**src/rtl/mips_ctrl_pkg.sv**
```systemverilog
// Shared definitions for the multi-cycle MIPS control path.
//   - opcode values recognised by the sequencer
//   - 4-bit state encodings (also exported on the debug state port)
//   - PC source and ALU B-operand select encodings
//   - ALU operation used for PC increment / branch target add
package mips_ctrl_pkg;

  localparam logic [5:0] OP_RTYPE = 6'h00;
  localparam logic [5:0] OP_J     = 6'h02;
  localparam logic [5:0] OP_BEQ   = 6'h04;
  localparam logic [5:0] OP_BNE   = 6'h05;
  localparam logic [5:0] OP_ADDI  = 6'h08;
  localparam logic [5:0] OP_ADDIU = 6'h09;
  localparam logic [5:0] OP_ANDI  = 6'h0C;
  localparam logic [5:0] OP_ORI   = 6'h0D;
  localparam logic [5:0] OP_XORI  = 6'h0E;
  localparam logic [5:0] OP_LUI   = 6'h0F;
  localparam logic [5:0] OP_LW    = 6'h23;
  localparam logic [5:0] OP_SW    = 6'h2B;

  // Address arithmetic reuses the ADDIU encoding as a plain add.
  localparam logic [5:0] ALUOP_ADD = OP_ADDIU;

  typedef enum logic [3:0] {
    ST_FETCH  = 4'd0,
    ST_DECODE = 4'd1,
    ST_MEMADR = 4'd2,
    ST_MEMRD  = 4'd3,
    ST_MEMWB  = 4'd4,
    ST_MEMWR  = 4'd5,
    ST_EXEC   = 4'd6,
    ST_ALUWB  = 4'd7,
    ST_IMMEX  = 4'd8,
    ST_IMMWB  = 4'd9,
    ST_BRANCH = 4'd10,
    ST_JUMP   = 4'd11
  } state_t;

  localparam logic [1:0] PCSRC_ALU    = 2'd0;
  localparam logic [1:0] PCSRC_ALUOUT = 2'd1;
  localparam logic [1:0] PCSRC_JUMP   = 2'd2;

  localparam logic [1:0] ALUSRCB_REGB  = 2'd0;
  localparam logic [1:0] ALUSRCB_FOUR  = 2'd1;
  localparam logic [1:0] ALUSRCB_IMM   = 2'd2;
  localparam logic [1:0] ALUSRCB_IMMSH = 2'd3;

  function automatic logic isImmOp(input logic [5:0] op);
    return (op == OP_ADDI) || (op == OP_ADDIU) || (op == OP_ANDI) ||
           (op == OP_ORI)  || (op == OP_XORI)  || (op == OP_LUI);
  endfunction

endpackage

```
**src/rtl/multicycle_ctrl_mem_wait_timer.sv**
```systemverilog
// Memory wait timer: counts cycles a memory request has been left waiting.
// Ports:
//   i_clk, i_rst  clock / async active-high reset (count -> 0)
//   i_clear       synchronous clear (takes priority over counting)
//   i_countEn     advance the count by one this cycle
//   o_expire      count has reached MEM_WAIT_MAX-1
module mem_wait_timer #(
  parameter int MEM_WAIT_MAX = 16
) (
  input  logic i_clk,
  input  logic i_rst,
  input  logic i_clear,
  input  logic i_countEn,
  output logic o_expire
);

  localparam int WAIT_W = $clog2(MEM_WAIT_MAX);
  localparam logic [WAIT_W-1:0] LIMIT = WAIT_W'(MEM_WAIT_MAX - 1);

  logic [WAIT_W-1:0] waitCnt;

  always_ff @(posedge i_clk or posedge i_rst) begin
    if (i_rst) begin
      waitCnt <= '0;
    end else if (i_clear) begin
      waitCnt <= '0;
    end else if (i_countEn && (waitCnt != LIMIT)) begin
      waitCnt <= waitCnt + WAIT_W'(1);
    end
  end

  assign o_expire = (waitCnt == LIMIT);

endmodule

```
**src/rtl/multicycle_ctrl.sv**
```systemverilog
// Multi-cycle MIPS control sequencer. Walks the shared datapath through
// fetch/decode/execute/memory/writeback, owns the unified memory port with a
// ready handshake plus timeout, and counts retired instructions.
// Ports:
//   i_clk, i_rst        clock, async active-high reset
//   i_instrCode         opcode field from the instruction register
//   i_zero              ALU zero flag
//   i_memReady          memory completes the current request this cycle
//   o_memReq/o_memWe    memory request valid / is a write
//   o_iOrD              address source (0=PC, 1=ALUOut)
//   o_irWrite/o_pcWrite IR and PC load strobes
//   o_pcSrc, o_aluSrcA, o_aluSrcB, o_aluOp, o_extOp  datapath selects
//   o_regWrite, o_regDst, o_memToReg                 register writeback
//   o_memErr, o_illegal one-cycle error pulses
//   o_retired           retired-instruction count (wraps)
//   o_state             current state (debug)
//
// state  | meaning
// FETCH  | read instruction at PC, PC += 4 on ready
// DECODE | latch opcode, precompute branch target into ALUOut
// MEMADR | compute load/store address
// MEMRD  | data read, wait for ready
// MEMWB  | write loaded data to rt
// MEMWR  | data write, wait for ready
// EXEC   | R-type ALU operation
// ALUWB  | write R-type result to rd
// IMMEX  | immediate ALU operation
// IMMWB  | write immediate result to rt
// BRANCH | compare and conditionally load branch target
// JUMP   | load jump target
module multicycle_ctrl
  import mips_ctrl_pkg::*;
#(
  parameter int MEM_WAIT_MAX = 16,
  parameter int CNT_W        = 32
) (
  input  logic             i_clk,
  input  logic             i_rst,
  input  logic [5:0]       i_instrCode,
  input  logic             i_zero,
  input  logic             i_memReady,
  output logic             o_memReq,
  output logic             o_memWe,
  output logic             o_iOrD,
  output logic             o_irWrite,
  output logic             o_pcWrite,
  output logic [1:0]       o_pcSrc,
  output logic             o_aluSrcA,
  output logic [1:0]       o_aluSrcB,
  output logic [5:0]       o_aluOp,
  output logic             o_extOp,
  output logic             o_regWrite,
  output logic             o_regDst,
  output logic             o_memToReg,
  output logic             o_memErr,
  output logic             o_illegal,
  output logic [CNT_W-1:0] o_retired,
  output logic [3:0]       o_state
);

  state_t           state, stateNext;
  logic [5:0]       opQ;
  logic [CNT_W-1:0] retiredQ;
  logic             retire;
  logic             isMemState;
  logic             waitExpire;
  logic             timeout;
  logic             waitClear;
  logic             immSigned;

  assign isMemState = (state == ST_FETCH) || (state == ST_MEMRD) || (state == ST_MEMWR);
  // Ready arriving on the limit cycle wins over the timeout.
  assign timeout    = isMemState && waitExpire && !i_memReady;
  // Restart the count whenever a memory state is (re)entered, including FETCH->FETCH after a timeout.
  assign waitClear  = !isMemState || (stateNext != state) || timeout;
  assign immSigned  = (opQ == OP_ADDI) || (opQ == OP_ADDIU);

  mem_wait_timer #(
    .MEM_WAIT_MAX(MEM_WAIT_MAX)
  ) u_waitTimer (
    .i_clk     (i_clk),
    .i_rst     (i_rst),
    .i_clear   (waitClear),
    .i_countEn (isMemState && !i_memReady),
    .o_expire  (waitExpire)
  );

  always_ff @(posedge i_clk or posedge i_rst) begin
    if (i_rst) begin
      state    <= ST_FETCH;
      opQ      <= '0;
      retiredQ <= '0;
    end else begin
      state <= stateNext;
      if (state == ST_DECODE) opQ <= i_instrCode;
      if (retire) retiredQ <= retiredQ + CNT_W'(1);
    end
  end

  always_comb begin
    stateNext  = state;
    retire     = 1'b0;
    o_memReq   = 1'b0;
    o_memWe    = 1'b0;
    o_iOrD     = 1'b0;
    o_irWrite  = 1'b0;
    o_pcWrite  = 1'b0;
    o_pcSrc    = PCSRC_ALU;
    o_aluSrcA  = 1'b0;
    o_aluSrcB  = ALUSRCB_REGB;
    o_aluOp    = 6'h00;
    o_extOp    = 1'b0;
    o_regWrite = 1'b0;
    o_regDst   = 1'b0;
    o_memToReg = 1'b0;
    o_memErr   = 1'b0;
    o_illegal  = 1'b0;

    // Reset forces every strobe and select low even though state already reads FETCH.
    if (!i_rst) begin
      case (state)
        ST_FETCH: begin
          o_memReq  = 1'b1;
          o_aluSrcB = ALUSRCB_FOUR;
          o_aluOp   = ALUOP_ADD;
          if (timeout) begin
            o_memErr  = 1'b1;
          end else if (i_memReady) begin
            o_irWrite = 1'b1;
            o_pcWrite = 1'b1;
            stateNext = ST_DECODE;
          end
        end
        ST_DECODE: begin
          o_aluSrcB = ALUSRCB_IMMSH;
          o_extOp   = 1'b1;
          o_aluOp   = ALUOP_ADD;
          if (i_instrCode == OP_LW || i_instrCode == OP_SW) stateNext = ST_MEMADR;
          else if (i_instrCode == OP_RTYPE)                 stateNext = ST_EXEC;
          else if (isImmOp(i_instrCode))                    stateNext = ST_IMMEX;
          else if (i_instrCode == OP_BEQ || i_instrCode == OP_BNE) stateNext = ST_BRANCH;
          else if (i_instrCode == OP_J)                     stateNext = ST_JUMP;
          else begin
            o_illegal = 1'b1;
            stateNext = ST_FETCH;
          end
        end
        ST_MEMADR: begin
          o_aluSrcA = 1'b1;
          o_aluSrcB = ALUSRCB_IMM;
          o_extOp   = 1'b1;
          o_aluOp   = opQ;
          stateNext = (opQ == OP_LW) ? ST_MEMRD : ST_MEMWR;
        end
        ST_MEMRD: begin
          o_memReq = 1'b1;
          o_iOrD   = 1'b1;
          if (timeout) begin
            o_memErr  = 1'b1;
            stateNext = ST_FETCH;
          end else if (i_memReady) begin
            stateNext = ST_MEMWB;
          end
        end
        ST_MEMWB: begin
          o_regWrite = 1'b1;
          o_memToReg = 1'b1;
          retire     = 1'b1;
          stateNext  = ST_FETCH;
        end
        ST_MEMWR: begin
          o_memReq = 1'b1;
          o_memWe  = 1'b1;
          o_iOrD   = 1'b1;
          if (timeout) begin
            o_memErr  = 1'b1;
            stateNext = ST_FETCH;
          end else if (i_memReady) begin
            retire    = 1'b1;
            stateNext = ST_FETCH;
          end
        end
        ST_EXEC: begin
          o_aluSrcA = 1'b1;
          stateNext = ST_ALUWB;
        end
        ST_ALUWB: begin
          o_regWrite = 1'b1;
          o_regDst   = 1'b1;
          retire     = 1'b1;
          stateNext  = ST_FETCH;
        end
        ST_IMMEX: begin
          o_aluSrcA = 1'b1;
          o_aluSrcB = ALUSRCB_IMM;
          o_aluOp   = opQ;
          o_extOp   = immSigned;
          stateNext = ST_IMMWB;
        end
        ST_IMMWB: begin
          o_regWrite = 1'b1;
          o_extOp    = immSigned;
          retire     = 1'b1;
          stateNext  = ST_FETCH;
        end
        ST_BRANCH: begin
          o_aluSrcA = 1'b1;
          o_aluOp   = opQ;
          o_pcSrc   = PCSRC_ALUOUT;
          o_pcWrite = ((opQ == OP_BEQ) && i_zero) || ((opQ == OP_BNE) && !i_zero);
          retire    = 1'b1;
          stateNext = ST_FETCH;
        end
        ST_JUMP: begin
          o_pcSrc   = PCSRC_JUMP;
          o_pcWrite = 1'b1;
          retire    = 1'b1;
          stateNext = ST_FETCH;
        end
        default: stateNext = ST_FETCH;
      endcase
    end
  end

  assign o_retired = retiredQ;
  assign o_state   = state;

endmodule

```
**config.mk**
```make
export PLATFORM = sky130hd
export DESIGN_NAME = multicycle_ctrl
export DESIGN_NICKNAME = d
export VERILOG_FILES = /design/src/rtl/mips_ctrl_pkg.sv /design/src/rtl/multicycle_ctrl_mem_wait_timer.sv /design/src/rtl/multicycle_ctrl.sv
export SDC_FILE = /design/constraint.sdc
export NUM_CORES = 1
export LEC_CHECK = 0
export BUFFER_PORTS_ARGS = -buffer_cell sky130_fd_sc_hd__buf_2
export CORE_ASPECT_RATIO = 0.75
export CORE_MARGIN = 5
export CORE_UTILIZATION = 45
export CTS_BUF_LIST = sky130_fd_sc_hd__clkbuf_8
export CTS_CLUSTER_SIZE = 30
export DETAILED_ROUTE_END_ITERATION = 6
export HOLD_SLACK_MARGIN = 0.12
export MAX_ROUTING_LAYER = met4
export PLACE_DENSITY = 0.69
export SYNTH_ARGS = -nofsm -noshare
export SYNTH_HDL_FRONTEND = slang
export SYNTH_SLANG_ARGS = --single-unit
```
**constraint.sdc**
```tcl
create_clock -name i_clk -period 9.5 [get_ports i_clk]
set_clock_uncertainty 0.1 [all_clocks]
set_input_delay 1.9 -clock i_clk [delete_from_list [all_inputs] [get_ports i_clk]]
set_output_delay 1.9 -clock i_clk [all_outputs]
set_load 0.02 [all_outputs]
```
# Word-level counts from Yosys, hierarchy flattened
# Cells that the tools add are included.
# W data, S select, Z words.
# totals
regBits	46
out_inout_bits	58
# op_classes
n_addsub	2
eq_ne	30
muxes	56
n_reduce_logical	35
# op_table
cell	count
$mux W4	14
$eq A6 B4 Y1 const B	8
$add A32 B1 Y32 const B	1
$mux W1	31
$pmux W4 S7	1
$eq A6 B3 Y1 const B	4
$eq A4 B4 Y1 const B	5
$eq A6 B6 Y1 const B	3
$eq A4 B3 Y1 const B	4
$logic_or A1 B1 Y1	13
$pmux W6 S2	1
$reduce_or A2 Y1	5
$reduce_or A3 Y1	3
$eq A4 B2 Y1 const B	2
$eq A6 B2 Y1 const B	1
$logic_and A1 B1 Y1	6
$logic_not A6 Y1	1
$mux W6	1
$pmux W2 S3	1
$reduce_or A5 Y1	1
$add A4 B1 Y4 const B	1
$eq A4 B1 Y1 const B	1
$logic_not A4 Y1	1
$mux W2	2
9 further kinds	12

# Longest topological paths before layout
# depth
word_depth	15
depth_mapped	7
depth_no_buf	6

# Hierarchy
# A second synthesis with hierarchy kept.
# hier_totals
cells_unflattened	293
area_unflattened_um2	2733.9
# by_module_without_submodules
module	n_inst	cells_each	area_per_inst_um2	seq_area_each_um2
multicycle_ctrl	1	272	2501.1	1051.0
mem_wait_timer	1	21	232.7	100.1

# Worst setup path after synthesis
# No wires, ideal clock.
# synth_path
path_type	in2out
start	input port i_rst
end	output port o_aluOp[1]
arrival_ps	4309
setup_slack_ps	3191
stages	5
n_path_buf	1
cell_sequence	clkbuf_1 -> clkinv_1 -> nand2_1 -> nor3_1 -> and2_1
# synth_between
elab_chain_cells	1
# synth_lines
item	line_no	text
start, declared	multicycle_ctrl.sv:38	input logic i_rst,
$mux W6	multicycle_ctrl.sv:120	if (!i_rst) begin
end, declared	multicycle_ctrl.sv:50	output logic [5:0] o_aluOp,
# Every way passes these cells.

# Final worst setup path
# layout_path
start	input port i_rst
end	output port o_memToReg
# layout_between
elab_chain_cells	1
# layout_lines
item	line_no	text
$mux W1	multicycle_ctrl.sv:120	
end, declared	multicycle_ctrl.sv:54	output logic o_memToReg,
# Every way passes these cells.

==> flow_metrics.tcl <==
set metrics [dict create \
    row_count 24 \
    yosysMostFrequentCell "dfrtp_1" \
    gp_congestion 0.8520 \
    slew-limit-headroom 0.4728 \
    yosysTopAreaCell "dfrtp_1" \
    numCtsBuffers 5 \
    hold_class "reg -> reg" \
    hold_violations 0 \
    antenna_found_initial 0 \
    netlist.area_leader.share 0.4148 \
    synth_edf_count 0 \
    root_buffer "clkbuf_8" \
    placed_cell_area_um2 3148 \
    ir_drop_uv 89.37 \
    path_max_fanout 52 \
    final_area_um2 3243 \
    whs_endpoint "o_retired[31]" \
    grt.overflow.total 0 \
    die_w_um 100.7 \
    drive_gt1_frac 0.2603 \
    post-cts-setup-buffer-count 0 \
    hold_depth 1 \
    layout.nets 376 \
    coreArea_um2 5916 \
    ant_nets 0 \
    max-cap-violations 0 \
    cp.arrival_ns 3.23 \
    critPathKind "in -> out" \
    clk_pin_slew_ns 0.08 \
    reg2reg_slack_ns 6.84 \
    ys_top_cells_by_area "dfrtp_1 (41%), xnor2_1 (8.5%), nand2_1 (5.1%), nor2_1 (3.2%), nand3_1 (2.9%)" \
    yosys-top-cells-count "dfrtp_1 (46), nand2_1 (38), xnor2_1 (27)" \
    die-area_um2 7854 \
    synthArstFlopShare 1.000 \
    setup_viol 0 \
    numPortBuffers 67 \
    ys.flop_type "dfrtp_1" \
    cp-end-kind "output pin" \
    syn_avg_cell_area_um2 9.220 \
    synth.distinct_cells 61 \
    cts.path.max_buffers 2 \
    p_leak_nw 1.600 \
    drt-total-wl_um 6640 \
    via_per_inst 5.429 \
    cts_resized 0 \
    rr_worst_depth 5 \
    p_per_area_nw_per_um2 207.9 \
    fmax_mhz 191.3 \
    startpoint_type "input pin" \
    antenna_cells 0 \
    wl_per_cell_um 14.99 \
    slew_violations 0 \
    drtIter0Drc 149 \
    num_vias 2405 \
    yosysSeqAreaShare 0.4148 \
    drcViolationCount 0 \
    holdCritStartpoint "o_retired[31]" \
    ctsHoldBuffers 0 \
    fin_setup_tns_ns 0 \
    synthCells 301 \
    grt_pass1_vias 2266 \
    outcome "finished, final reports clean" \
    place_hpwl_um 4913 \
    cts_max_level 2 \
    cts_tree "done" \
    die_y_um 78.01 \
    grt_pass1_wl_um 11250 \
    r2r-end "o_retired[25]" \
    tightest_slew_ns 0.7908 \
    p_total_mw 0.6744 \
    clock_sinks 46 \
    area.growth.synth_to_final_pct 16.86 \
    holdWs_ns 0.3757 \
    ys_ff_latch 46 \
    period_share 0.5503 \
    grt_max_degree 53 \
    rsz0062_at_grt "no" \
    io_pins 68 \
    clock_latency_ns 0.29 \
    rr_startpoint "o_state[3]" \
    post-route-min-period_ns 5.228 \
    syn_area_um2 2775 \
    syn_nets 313 \
    dr.pass1.iters 4 \
    grt.total_usage 0.1797 \
    start_util 0.4691 \
    yosysWarnings 0 \
    cp.required_ns 7.50 \
]
[final cells by class]
class,instances,area (um2)
multi-input cells,235,1526
clock buffers,6,82.58
inverters,8,30.03
fillers,559,2673
well taps,78,97.59
clock inverters,2,12.51
flip-flops and latches,46,1151
repair buffers,68,342.8
[worst max-delay path: stages]
cell     delay (ns)
buf_2          0.18
inv_2          0.07
buf_4          0.51
nand2_1        0.20
nor3_1         0.16
buf_2          0.19
[metal layers]
metal  routed length (um)  track usage  vias to the layer above
met5                    0            -                        -
met4                   62      0.04307                        0
met3                  444      0.03366                        5
met2                 2850       0.2497                       65
met1                 3282       0.2695                     1136
li1                     -            -                     1199
[per-stage QoR]
stage / worst slack [ns] / utilization / cells
floorplan: 3.191 / - / 301
global placement: 4.274 / 0.5321 / 435
detailed placement: 4.216 / 0.5321 / 435
CTS: 4.209 / 0.5482 / 443
global route: 4.049 / 0.5482 / 443
finish: 4.272 / 0.5482 / 443
[cells by family after synthesis]
| family | after synthesis | share of synthesized area |
|---|---|---|
| DFF | 46 | 0.4148 |
| and+or+nand+nor | 157 | 0.3228 |
| xor gates and xnor gates | 36 | 0.1136 |
| AOI/OAI and AO/OA | 38 | 0.09648 |
| muxes | 2 | 0.008115 |
| buffers and inverters | 20 | 0.03517 |
| adders and majority gates | 2 | 0.009016 |
[registers in the layout (all words and copies together), names as in the netlist]
register and flops:
opQ 6, o_retired 32, u_waitTimer.waitCnt 4, o_state 4
[power by group]
part           internal, mW  switching (mW)  leakage, nW
logic                 0.102           0.159        0.949
clock network        0.0586          0.0664       0.0472
registers             0.224          0.0640        0.604
[how the worst max path moves through the flow]
stage	slack (ns)	endpoint	cells past startpoint	startpoint
final	4.27	o_memToReg	6	i_rst
after global routing	4.05	o_memToReg	6	i_rst
after CTS	4.21	o_memToReg	6	i_rst
after detailed placement	4.22	o_memToReg	6	i_rst
after global placement	4.27	o_aluSrcA	6	i_rst
after floorplan	3.19	o_aluOp[1]	5	i_rst
[cells in the final DEF, fill, tap and decap left out, types with 3 or more instances in the layout]
cell type	instances
nand3_1	16
and3_1	7
nor4_1	3
and2_1	6
nor2_1	24
nor3_1	16
inv_1	6
xor2_1	9
o21ai_0	8
nor2b_1	3
clkbuf_8	6
dfrtp_1	46
xnor2_1	27
a21oi_1	7
nand2_1	38
buf_2	67
or4_1	3
nand2b_1	6
nand4_1	11
(Power assumes the default switching activity.)
